===== config.mk =====
export PLATFORM = sky130hd
export DESIGN_NAME = mux_scan_sel
export DESIGN_NICKNAME = d
export VERILOG_FILES = /design/src/rtl/mux_scan_sel.sv
export SDC_FILE = /design/constraint.sdc
export NUM_CORES = 1
export LEC_CHECK = 0
export CORE_ASPECT_RATIO = 2
export CORE_MARGIN = 5
export CORE_UTILIZATION = 40
export CTS_CLUSTER_SIZE = 10
export DETAILED_ROUTE_END_ITERATION = 7
export PLACE_DENSITY = 0.67
export SETUP_SLACK_MARGIN = 0.5
export SYNTH_ARGS = -nofsm -noshare
export SYNTH_HDL_FRONTEND = slang
export SYNTH_SLANG_ARGS = --single-unit

===== constraint.sdc =====
create_clock -name clk -period 19.1 [get_ports clk]
set_input_delay 3.82 -clock clk [delete_from_list [all_inputs] [get_ports clk]]
set_output_delay 3.82 -clock clk [all_outputs]
set_load 0.005 [all_outputs]

===== src/rtl/mux_scan_sel.sv =====
// rtl/mux_scan_sel.sv - N-to-1 registered mux with direct and round-robin scan modes
module mux_scan_sel #(
  parameter  int SEL_W  = 5,
  parameter  int DATA_W = 1,
  localparam int N      = 2 ** SEL_W
) (
  input  logic                clk,
  input  logic                rst,
  input  logic                mode,
  input  logic [SEL_W-1:0]    sel,
  input  logic [N-1:0]        en_mask,
  input  logic [N*DATA_W-1:0] in_data,
  input  logic                out_ready,
  output logic                out_valid,
  output logic [DATA_W-1:0]   out_data,
  output logic [SEL_W-1:0]    out_sel,
  output logic [N-1:0]        out_onehot,
  output logic                out_last
);

  logic             load;
  logic [SEL_W-1:0] ptr;

  logic [2*N-1:0]   dbl_mask;
  logic [N-1:0]     rot_mask;
  logic             scan_hit;
  logic [SEL_W-1:0] scan_off;
  logic [SEL_W-1:0] scan_idx;
  logic [N-1:0]     upper_mask;
  logic             scan_last;

  logic             nxt_valid;
  logic [DATA_W-1:0] nxt_data;
  logic [SEL_W-1:0] nxt_sel;
  logic [N-1:0]     nxt_onehot;
  logic             nxt_last;
  logic [SEL_W-1:0] nxt_ptr;

  // A held sample is only replaced once downstream has taken it.
  assign load = ~out_valid | out_ready;

  // Rotate the mask so bit 0 is the pointer position, then take the lowest set bit.
  always_comb begin
    dbl_mask = {en_mask, en_mask} >> ptr;
    rot_mask = dbl_mask[N-1:0];
    scan_hit = 1'b0;
    scan_off = '0;
    for (int i = N - 1; i >= 0; i--) begin
      if (rot_mask[i]) begin
        scan_hit = 1'b1;
        scan_off = i[SEL_W-1:0];
      end
    end
    scan_idx   = ptr + scan_off;
    upper_mask = en_mask >> scan_idx;
    scan_last  = (upper_mask >> 1) == '0;
  end

  // Next-sample selection; everything holds unless this is a load edge.
  always_comb begin
    nxt_valid  = out_valid;
    nxt_data   = out_data;
    nxt_sel    = out_sel;
    nxt_onehot = out_onehot;
    nxt_last   = out_last;
    nxt_ptr    = ptr;
    if (load) begin
      if (!mode) begin
        nxt_sel    = sel;
        nxt_data   = in_data[sel*DATA_W +: DATA_W];
        nxt_valid  = en_mask[sel];
        nxt_onehot = en_mask[sel] ? (N'(1) << sel) : '0;
        nxt_last   = 1'b0;
      end else if (scan_hit) begin
        nxt_sel    = scan_idx;
        nxt_data   = in_data[scan_idx*DATA_W +: DATA_W];
        nxt_valid  = 1'b1;
        nxt_onehot = N'(1) << scan_idx;
        nxt_last   = scan_last;
        nxt_ptr    = scan_idx + 1'b1;
      end else begin
        nxt_valid  = 1'b0;
        nxt_onehot = '0;
        nxt_last   = 1'b0;
      end
    end
  end

  // Output register stage and scan pointer; reset discards any held sample.
  always_ff @(posedge clk) begin
    if (rst) begin
      out_valid  <= 1'b0;
      out_data   <= '0;
      out_sel    <= '0;
      out_onehot <= '0;
      out_last   <= 1'b0;
      ptr        <= '0;
    end else begin
      out_valid  <= nxt_valid;
      out_data   <= nxt_data;
      out_sel    <= nxt_sel;
      out_onehot <= nxt_onehot;
      out_last   <= nxt_last;
      ptr        <= nxt_ptr;
    end
  end

endmodule

==> results of run 1 <==
[power by group through the flow]
stage / Sequential [mW] / Clock (mW) / Combinational, mW
floorplan: 0.116 / 0 / 0.856
global placement: 0.120 / 0 / 1.08
detailed placement: 0.120 / 0 / 1.09
CTS: 0.118 / 0.0866 / 1.09
global route: 0.120 / 0.0898 / 1.19
finish: 0.118 / 0.0845 / 1.10
[logic make-up after synthesis]
kind of cell,count (synthesis)
AO/OA/AOI/OAI,175
XOR/XNOR,9
adder cells (fa/ha/maj),9
buffers and inverters,95
flip-flops,45
multiplexers,180
AND/OR/NAND/NOR,263
[sequential cells by signal, indices dropped and copies added (netlist names)]
name	cells
out_data	1
out_onehot	32
out_last	1
out_valid	1
out_sel	5
ptr	5
[synthesized netlist by cell type (4+ instances only)]
library cell  count
a211oi_1         31
a21oi_1          31
a221o_1           4
a22oi_1          11
a31oi_1           5
a32oi_1          14
and2_1           14
and3_1           11
buf_1             7
buf_2            11
buf_6             6
clkbuf_1         52
dfxtp_1          45
ha_1              8
inv_1            12
mux2_2           23
mux2i_1          65
mux4_2           89
nand2_1          48
nand2b_1         12
nand3_1          19
nand4_1           5
nor2_1          105
nor2b_1           7
nor3_1           18
o2111ai_1         4
o211ai_1          7
o21ai_0          28
o22ai_1           6
or3_1             7
xnor2_1           6
[per-stage QoR]
step,util (%),power [mW]
after CTS,47.9,1.30
final,47.9,1.31
after floorplan,-,0.972
after global placement,47.1,1.20
after global routing,47.9,1.40
after detailed placement,47.1,1.21
[cell type report]
class / instances / share of cell area [%]
clock buffers: 6 / 1.56
clock inverters: 2 / 0.121
inverters: 16 / 0.786
multi-input cells: 636 / 69.0
flip-flops and latches: 45 / 10.9
well taps: 210 / 3.17
repair buffers: 122 / 14.4
[cells in the final DEF (no fill, tap or decap), types with 18 or more instances in the layout]
| cell type | instances |
|---|---|
| mux4_2 | 89 |
| nand3_1 | 19 |
| a211oi_1 | 31 |
| nor2_1 | 105 |
| clkdlybuf4s50_1 | 112 |
| nor3_1 | 18 |
| dfxtp_1 | 42 |
| o21ai_0 | 28 |
| a21oi_1 | 31 |
| mux2i_1 | 65 |
| nand2_1 | 48 |
| mux2_2 | 23 |
[worst min-delay path: cells and delay by family, from the launching register on]
family | cells | cell delay [ns]
DFF | 1 | 0.30
and+or+nand+nor | 1 | 0.09
AOI/OAI and AO/OA | 1 | 0.05
[layer usage]
layer	routed length, um	share of wire [%]	vias to the layer above	global-route usage [%]
met1	7770	33	3285	23.3
met2	12700	53	376	41.2
met3	1490	6.3	106	2.26
li1	-	-	3135	-
met4	1860	7.8	0	14.5
met5	0	0	-	0
[how the worst max path moves through the flow]
| stage | cells after the start | startpoint | endpoint | slack, ns |
|---|---|---|---|---|
| 2_1_floorplan | 24 | en_mask[26] | out_data | 10.01 |
| 3_3_place_gp | 18 | en_mask[30] | out_data | 9.07 |
| 3_5_place_dp | 18 | en_mask[15] | out_data | 8.90 |
| 4_1_cts | 18 | en_mask[15] | out_data | 9.20 |
| 5_1_grt | 23 | en_mask[14] | out_data | 8.68 |
| 6_report | 18 | en_mask[15] | out_data | 9.09 |
==> results by group, run 1 <==
Setup path
  • FF-to-FF setup slack: 12.34 ns
  • RR Endpoint: out_data
  • R2r startpoint: ptr[2]
  • Max incr delay on CP: 0.72 ns
  • Most used cell, CP: mux2i_1
  • Worst reg-to-reg path cell count: 18
  • Crit path cell chain: clkdlybuf4s50_1 -> mux4_2 -> mux4_2 -> mux2i_2 -> o21ai_2 -> a2111oi_4 -> a211oi_2 -> a311oi_4 -> nor2_1 -> fa_1 -> xor2_1 -> buf_4 -> clkinv_1 -> a21oi_1 -> mux2i_1 -> mux2i_1 -> mux2i_1 -> a211oi_1
  • WP buf/inv: 3
  • Crit start category: input pin
  • Largest delay share family, worst path: compound AO/OA/AOI/OAI gates
  • CP endpoint kind: register
  • Crit path required time: 19.26 ns
  • CP max stage cell: a21oi_1
  • CP Class: in2reg
  • Worst-path fanout max: 27
  • CP Data Arrival Time: 10.16 ns

Yosys
  • Synth Area in Compound Gates: 18.2%
  • Simple-Gate Fraction of Synth Area: 17.7%
  • Synth unique cells: 76
  • Count of flip-flops with a built-in enable after synthesis: 0
  • Post-synthesis cell count: 776
  • Ys Warns: 0
  • Largest family of logic cells by synthesized area: multiplexers
  • XOR/XNOR Fraction of Synth Area: 1.39%
  • Mapped Avg Cell Area: 9.08 sq um
  • Sequential-to-total area share from yosys stat: 12.8%
  • Netlist Area Pre-Place: 7040 sq um
  • Adder-cell share of the synthesized area: 1.71%
  • Largest area contributor in the netlist: mux4_2
  • Synth Net Count: 858
  • FFs w/ async S/R, synth: 0%
  • Synth top area share: 28.5%
  • #FFs+latches synth: 45
  • Synth area leaders: mux4_2 28%, dfxtp_1 13%, mux2i_1 9.2%
  • Multiplexer share of the synthesized area: 42.0%
  • Ys flop type: dfxtp_1

CTS
  • Worst-case clock buffer depth: 2
  • Post-CTS setup buffer count: 0
  • Skew-Pair Late Insertion Delay: 0.29 ns
  • CTS Buf Count: 5
  • Clk root buf: clkbuf_16
  • Post_cts resized: 0
  • # H-tree levels: 2
  • Clock tree from TritonCTS: yes
  • Clk slew on worst S/H paths: 0.06 ns
  • Hold Buf Count CTS: 0
  • CTS Sinks: 45

Die
  • Core footprint: 17300 sq um
  • Row count: 68
  • Initial Util: 40.8%
  • Die area: 20500 sq um
  • Die height: 198 um
  • Io pins: 113
  • DIE WIDTH: 104 um

Detailed routing
  • Avg WL per Cell: 22.9 um
  • Drt pass-1 iters: 5
  • Detailed Route WL: 23800 um
  • DR vias: 6902
  • DRT antenna net count: 0
  • Drt drc: 0
  • Vias per cell: 6.66
  • Number of DRC markers in iteration 0: 485

Timing
  • RSZ-0062 raised after global routing: no
  • Fin. Hold Viols: 0
  • Final Cycle Share: 52.4%
  • Fin crit period: 10.01 ns
  • PnR worst setup slack: 9.09 ns
  • Hold Slack: 0.494 ns
  • Final setup vio count: 0
  • Setup total negative slack: 0 ns
  • Fmax: 99.9 MHz
  • Slew HR: 32.9%
  • Worst slew pin tran: 0.999 ns
  • Slew Viols, Final: 0
  • Final Skew: 0.00751 ns

GRT
  • Tot GR Track Use: 22.2%
  • Largest net degree at the start of global routing: 70
  • First-pass GRT wire length: 36800 um
  • Initial antenna violation count: 0
  • Vias in the first global route: 6742
  • Grt ovf: 0

Power
  • Psw: 0.694 mW
  • Power Internal: 0.613 mW
  • Clock power share: 6.5%
  • LEAKAGE: 2.85 nW
  • VDD IR-drop max: 0.106 mV
  • Switching Share: 53.1%
  • Sequential Power Share: 9.0%
  • Power Dens Cells: 158 nW/um^2
  • Share of total power in combinational logic: 84.5%

Final layout
  • Final Net Count: 908
  • Antenna fix cells: 0
  • Multi-input logic area: 5710 sq um
  • Area grow syn2layout: 17.6%
  • Share of cells above drive strength 1: 18.1%
  • Final instance area: 8280 sq um
  • Post-Layout Cell Count: 1037
  • Fill count: 1682
  • Register area: 905 sq um

Flow run
  • MaxCap Viol Count: 0

Place
  • Placer congestion estimate: 0.943
  • Final HPWL DP: 18500 um
  • Placed cells: 1029
  • Dpl ws: 8.90 ns
  • PortBufs: 112
  • Post-DP Area: 8140 sq um

Hold path
  • Hold Path Sink: out_onehot[27]
  • Hold Crit Start: out_onehot[27]
  • HP Class: reg2reg
  • Worst hold path depth: 2

Status
  • Status: completed
Note: power is estimated with default switching activity, not from simulation.
==> run 2: changes to the inputs <==
- clock period: 19.1 -> 10.06 ns (I/O delays scaled with it)
==> run 2 against run 1 <==
Against the previous run: first-iteration DRC count decreased by 16%; clock power is 89% higher; die area stayed put; critical path type unchanged; via count down 0.43%; clock skew up 0.0026 ns; worst hold slack better by 0.0018 ns; setup slack worse by 7.2 ns.
==> results by group, run 2 (same netlist as run 1, synthesis figures left out) <==
Final layout
  • Fill count: 1670
  • Share of cells above drive strength 1: 18.3%
  • Number of flip-flops in the largest register: 32
  • Largest reg by FF count: out_onehot
  • Commonest non-fill, non-tap cell in the layout: clkdlybuf4s50_1
  • Top flop regs: out_onehot x32, out_sel x5, ptr x5
  • Final Net Count: 911
  • Antenna fix cells: 0
  • Commonest cells after routing, fill and taps aside: 112 x clkdlybuf4s50_1, 105 x nor2_1, 89 x mux4_2, 65 x mux2i_1, 48 x nand2_1
  • Area grow syn2layout: 17.9%
  • Final instance area: 8310 sq um

Setup path
  • Worst-path fanout max: 24
  • Crit path required time: 10.30 ns
  • Max incr delay on CP: 1.15 ns
  • CP Data Arrival Time: 8.45 ns
  • Crit path cell chain: clkdlybuf4s50_1 -> mux4_2 -> mux2i_1 -> mux4_2 -> o21ai_2 -> a2111oi_4 -> a211oi_2 -> a311oi_4 -> nor2_1 -> fa_1 -> inv_1 -> or3_1 -> a21oi_1 -> o21ai_0 -> a31oi_1 -> a21oi_1 -> o41ai_2 -> a31o_1
  • Crit start category: input pin
  • CP Class: in2reg
  • CP max stage cell: fa_1
  • CP endpoint kind: register

Detailed routing
  • Drt pass-1 iters: 4
  • Detailed Route WL: 24600 um
  • Drt drc: 0
  • Number of DRC markers in iteration 0: 405
  • DR vias: 6872
  • Vias per cell: 6.61
  • DRT antenna net count: 0
  • Avg WL per Cell: 23.7 um

Timing
  • Fin. Hold Viols: 0
  • Final Skew: 0.0101 ns
  • PnR worst setup slack: 1.85 ns
  • Slew Viols, Final: 0
  • RSZ-0062 raised after global routing: no
  • Setup total negative slack: 0 ns
  • Final setup vio count: 0
  • Worst slew pin tran: 1.03 ns
  • Final Cycle Share: 81.6%
  • Slew HR: 31.1%
  • Fin crit period: 8.21 ns
  • Fmax: 122 MHz

Place
  • Post-DP Area: 8170 sq um
  • Placer congestion estimate: 0.943
  • PortBufs: 112
  • Dpl ws: 1.68 ns
  • Final HPWL DP: 19200 um

GRT
  • Largest net degree at the start of global routing: 70
  • Initial antenna violation count: 0
  • Vias in the first global route: 6724
  • Tot GR Track Use: 23.0%
  • First-pass GRT wire length: 37800 um
  • Grt ovf: 0

Power
  • LEAKAGE: 2.86 nW
  • VDD IR-drop max: 0.162 mV
  • Total chip power: 2.53 mW
  • Power Dens Cells: 305 nW/um^2

Die
  • Die height: 198 um
  • Row count: 68
  • Io pins: 113
  • Die area: 20500 sq um
  • Initial Util: 40.8%
  • Core footprint: 17300 sq um
  • DIE WIDTH: 104 um

CTS
  • Hold Buf Count CTS: 0
  • CTS Buf Count: 5
  • Clock tree from TritonCTS: yes
  • Post-CTS setup buffer count: 0
  • Skew-Pair Late Insertion Delay: 0.29 ns
  • # H-tree levels: 2
  • Clk root buf: clkbuf_16
  • CTS Sinks: 45
  • Worst-case clock buffer depth: 2
  • Post_cts resized: 0
  • Clk slew on worst S/H paths: 0.06 ns

Status
  • Status: completed

Hold path
  • HP Class: reg2reg

Flow run
  • MaxCap Viol Count: 0
## run 2: cell count changes in the layout (fill, tap and decap cells not counted)
cell	previous run	this run
clkinv_2	2	0
clkinvlp_4	0	1
buf_4	10	13
clkbuf_1	1	2
## run 2: final cells by class
cell class	instances	area, sq um	share of cell area, %
Clock buffer	7	133	1.60
Timing Repair Buffer	125	1220	14.7
Inverter	16	65.1	0.783
Sequential cell	45	905	10.9
Multi-Input combinational cell	636	5710	68.8
Clock inverter	1	7.51	0.0904
Tap cell	210	263	3.16
## run 2: final timing paths
check	startpoint	end	slack, ns	cells after the start
min	out_onehot[11]	out_onehot[11]	0.50	2
max reg2reg	ptr[2]	out_last	3.05	18
max	en_mask[21]	out_last	1.85	18
min reg2reg	out_onehot[11]	out_onehot[11]	0.50	2
## run 2: power by group
part	total [mW]	switching, mW	internal, mW
Sequential	0.226	0.0234	0.203
Clock	0.160	0.0676	0.0922
Combinational	2.15	1.26	0.890
Total	2.53	1.35	1.18
## run 2: critical path, delay by kind of cell
kind | cells | cell delay (ns)
compound gates | 10 | 2.28
fa+ha+maj | 1 | 1.15
buf+inv | 2 | 1.03
mux | 3 | 1.43
simple gates | 2 | 0.56
## run 2: per-stage QoR
stage / hold slack [ns] / std cells / util (%)
finish: 0.496 / 1040 / 48.1
floorplan: 0.485 / 776 / -
global placement: 0.480 / 1032 / 47.3
CTS: 0.501 / 1040 / 48.1
global route: 0.515 / 1040 / 48.1
detailed placement: 0.487 / 1032 / 47.3
## run 2: layer usage
metal / wire length (um) / track usage [%] / up-vias
li1: - / - / 3152
met1: 8090 / 23.9 / 3291
met2: 13500 / 44.1 / 337
met3: 1350 / 1.80 / 92
met4: 1740 / 14.2 / 0
met5: 0 / 0 / -
==> run 3: changes to the inputs <==
- clock period: 10.06 -> 8.6 ns (I/O delays scaled with it)
==> run 3 against run 2 <==
Against the previous run: total power grew 20%; final cell count is 0.38% higher; largest power group unchanged; register-to-register slack worse by 1.1 ns; critical path type unchanged; via count up 1.3%; global-route usage grew 0.61 points; sequential cell count unchanged; critical endpoint unchanged.
==> results by group, run 3 (same netlist as run 1, synthesis figures left out) <==
Status
  • Status: completed

GRT
  • Vias in the first global route: 7091
  • Largest net degree at the start of global routing: 70
  • Grt ovf: 0
  • Initial antenna violation count: 0
  • Tot GR Track Use: 23.7%
  • First-pass GRT wire length: 39300 um

Final layout
  • Commonest cells after routing, fill and taps aside: 112 x clkdlybuf4s50_1, 105 x nor2_1, 89 x mux4_2, 65 x mux2i_1, 48 x nand2_1
  • Post-Layout Cell Count: 1044
  • Final instance area: 8370 sq um
  • Post-Route Utilization: 48.5%
  • Commonest non-fill, non-tap cell in the layout: clkdlybuf4s50_1
  • Share of cells above drive strength 1: 19.1%
  • Number of flip-flops in the largest register: 32
  • Largest reg by FF count: out_onehot
  • Area grow syn2layout: 18.9%
  • Antenna fix cells: 0
  • Final Net Count: 915
  • Top flop regs: out_onehot x32, out_sel x5, ptr x5

CTS
  • Clk slew on worst S/H paths: 0.07 ns
  • # H-tree levels: 2
  • CTS Buf Count: 5
  • Clk root buf: clkbuf_16
  • Skew-Pair Late Insertion Delay: 0.29 ns
  • Hold Buf Count CTS: 0
  • Worst-case clock buffer depth: 2
  • Clock tree from TritonCTS: yes
  • CTS Sinks: 45

Place
  • Placed cells: 1036
  • Final HPWL DP: 19800 um
  • Placer congestion estimate: 0.960
  • PortBufs: 112
  • Post-DP Area: 8200 sq um

Power
  • Total chip power: 3.03 mW
  • LEAKAGE: 2.89 nW
  • Power Dens Cells: 362 nW/um^2
  • VDD IR-drop max: 0.147 mV

Die
  • Io pins: 113
  • DIE WIDTH: 104 um
  • Core footprint: 17300 sq um
  • Initial Util: 40.8%
  • Row count: 68
  • Die height: 198 um
  • Die area: 20500 sq um

Timing
  • Fin crit period: 7.57 ns
  • Fmax: 132 MHz
  • RSZ-0062 raised after global routing: no
  • Final Skew: 0.00588 ns
  • Fin. Hold Viols: 0
  • Slew Viols, Final: 0
  • Setup total negative slack: 0 ns
  • Final setup vio count: 0
  • Worst slew pin tran: 1.12 ns
  • Final Cycle Share: 88.1%
  • Slew HR: 24.5%

Setup path
  • Crit path required time: 8.84 ns
  • CP Data Arrival Time: 7.82 ns
  • CP Class: in2reg
  • CP endpoint kind: register
  • FF-to-FF setup slack: 1.91 ns
  • Crit start category: input pin
  • Worst-path fanout max: 26

Detailed routing
  • Drt pass-1 iters: 5
  • DRT antenna net count: 0
  • DR vias: 6962
  • Vias per cell: 6.67
  • Avg WL per Cell: 24.1 um
  • Detailed Route WL: 25200 um
  • Drt drc: 0
  • Number of DRC markers in iteration 0: 377

Flow run
  • MaxCap Viol Count: 0

Hold path
  • HP Class: reg2reg
==> run 3: layout make-up <==
class	count	area (sq um)
flip-flops and latches	45	905
fillers	1664	8900
repair buffers	129	1250
inverters	16	65.1
multi-input cells	636	5720
well taps	210	263
clock inverters	3	46.3
clock buffers	5	125
==> run 3: worst max-delay path: stages <==
cell,delay [ns]
clkdlybuf4s50_1,0.71
mux4_2,0.60
mux2_2,0.29
mux2_2,0.28
mux2_2,0.28
nand2b_1,0.15
o21ba_2,0.23
nor2_1,0.03
o21ai_0,0.16
a31oi_1,0.10
o21ai_0,0.15
a21oi_1,0.08
o311ai_0,0.27
and2_1,0.24
fa_1,0.49
buf_4,0.25
or4_1,0.56
and3_1,0.22
a2111oi_2,0.36
a31oi_1,0.11
o41ai_2,0.35
a31o_1,0.18
==> run 3: final timing paths <==
path | cells past startpoint | to | start
setup / recovery | 22 | out_last | en_mask[30]
hold / removal | 2 | out_onehot[11] | out_onehot[11]
setup reg to reg | 22 | out_last | ptr[2]
hold reg to reg | 2 | out_onehot[11] | out_onehot[11]
==> run 3: repair_timing <==
item                       4_1_cts  5_1_grt
setup endpoints to repair        0        8
gates resized for setup          0        1
buffers inserted                 0        0
==> run 3: report_power, final <==
part,switching [mW],leakage (nW),internal [mW]
clock network,0.0863,0.0800,0.138
registers,0.0734,0.370,0.237
logic,1.44,2.44,1.06
total,1.60,2.89,1.43
==> run 3: per-layer routing <==
metal,routed length [um],vias up,GRT usage (%),share of wire [%]
met3,1490,100,2.75,5.9
met5,0,-,0,0
li1,-,3140,-,-
met4,1950,0,16.5,7.7
met1,8000,3361,23.7,32
met2,13700,361,44.6,55
==> run 3: per-stage QoR <==
step,worst slack (ns),hold slack [ns]
after detailed placement,0.788,0.494
after global placement,0.817,0.478
final,1.03,0.498
after global routing,0.572,0.528
after CTS,1.07,0.505
after floorplan,1.61,0.485
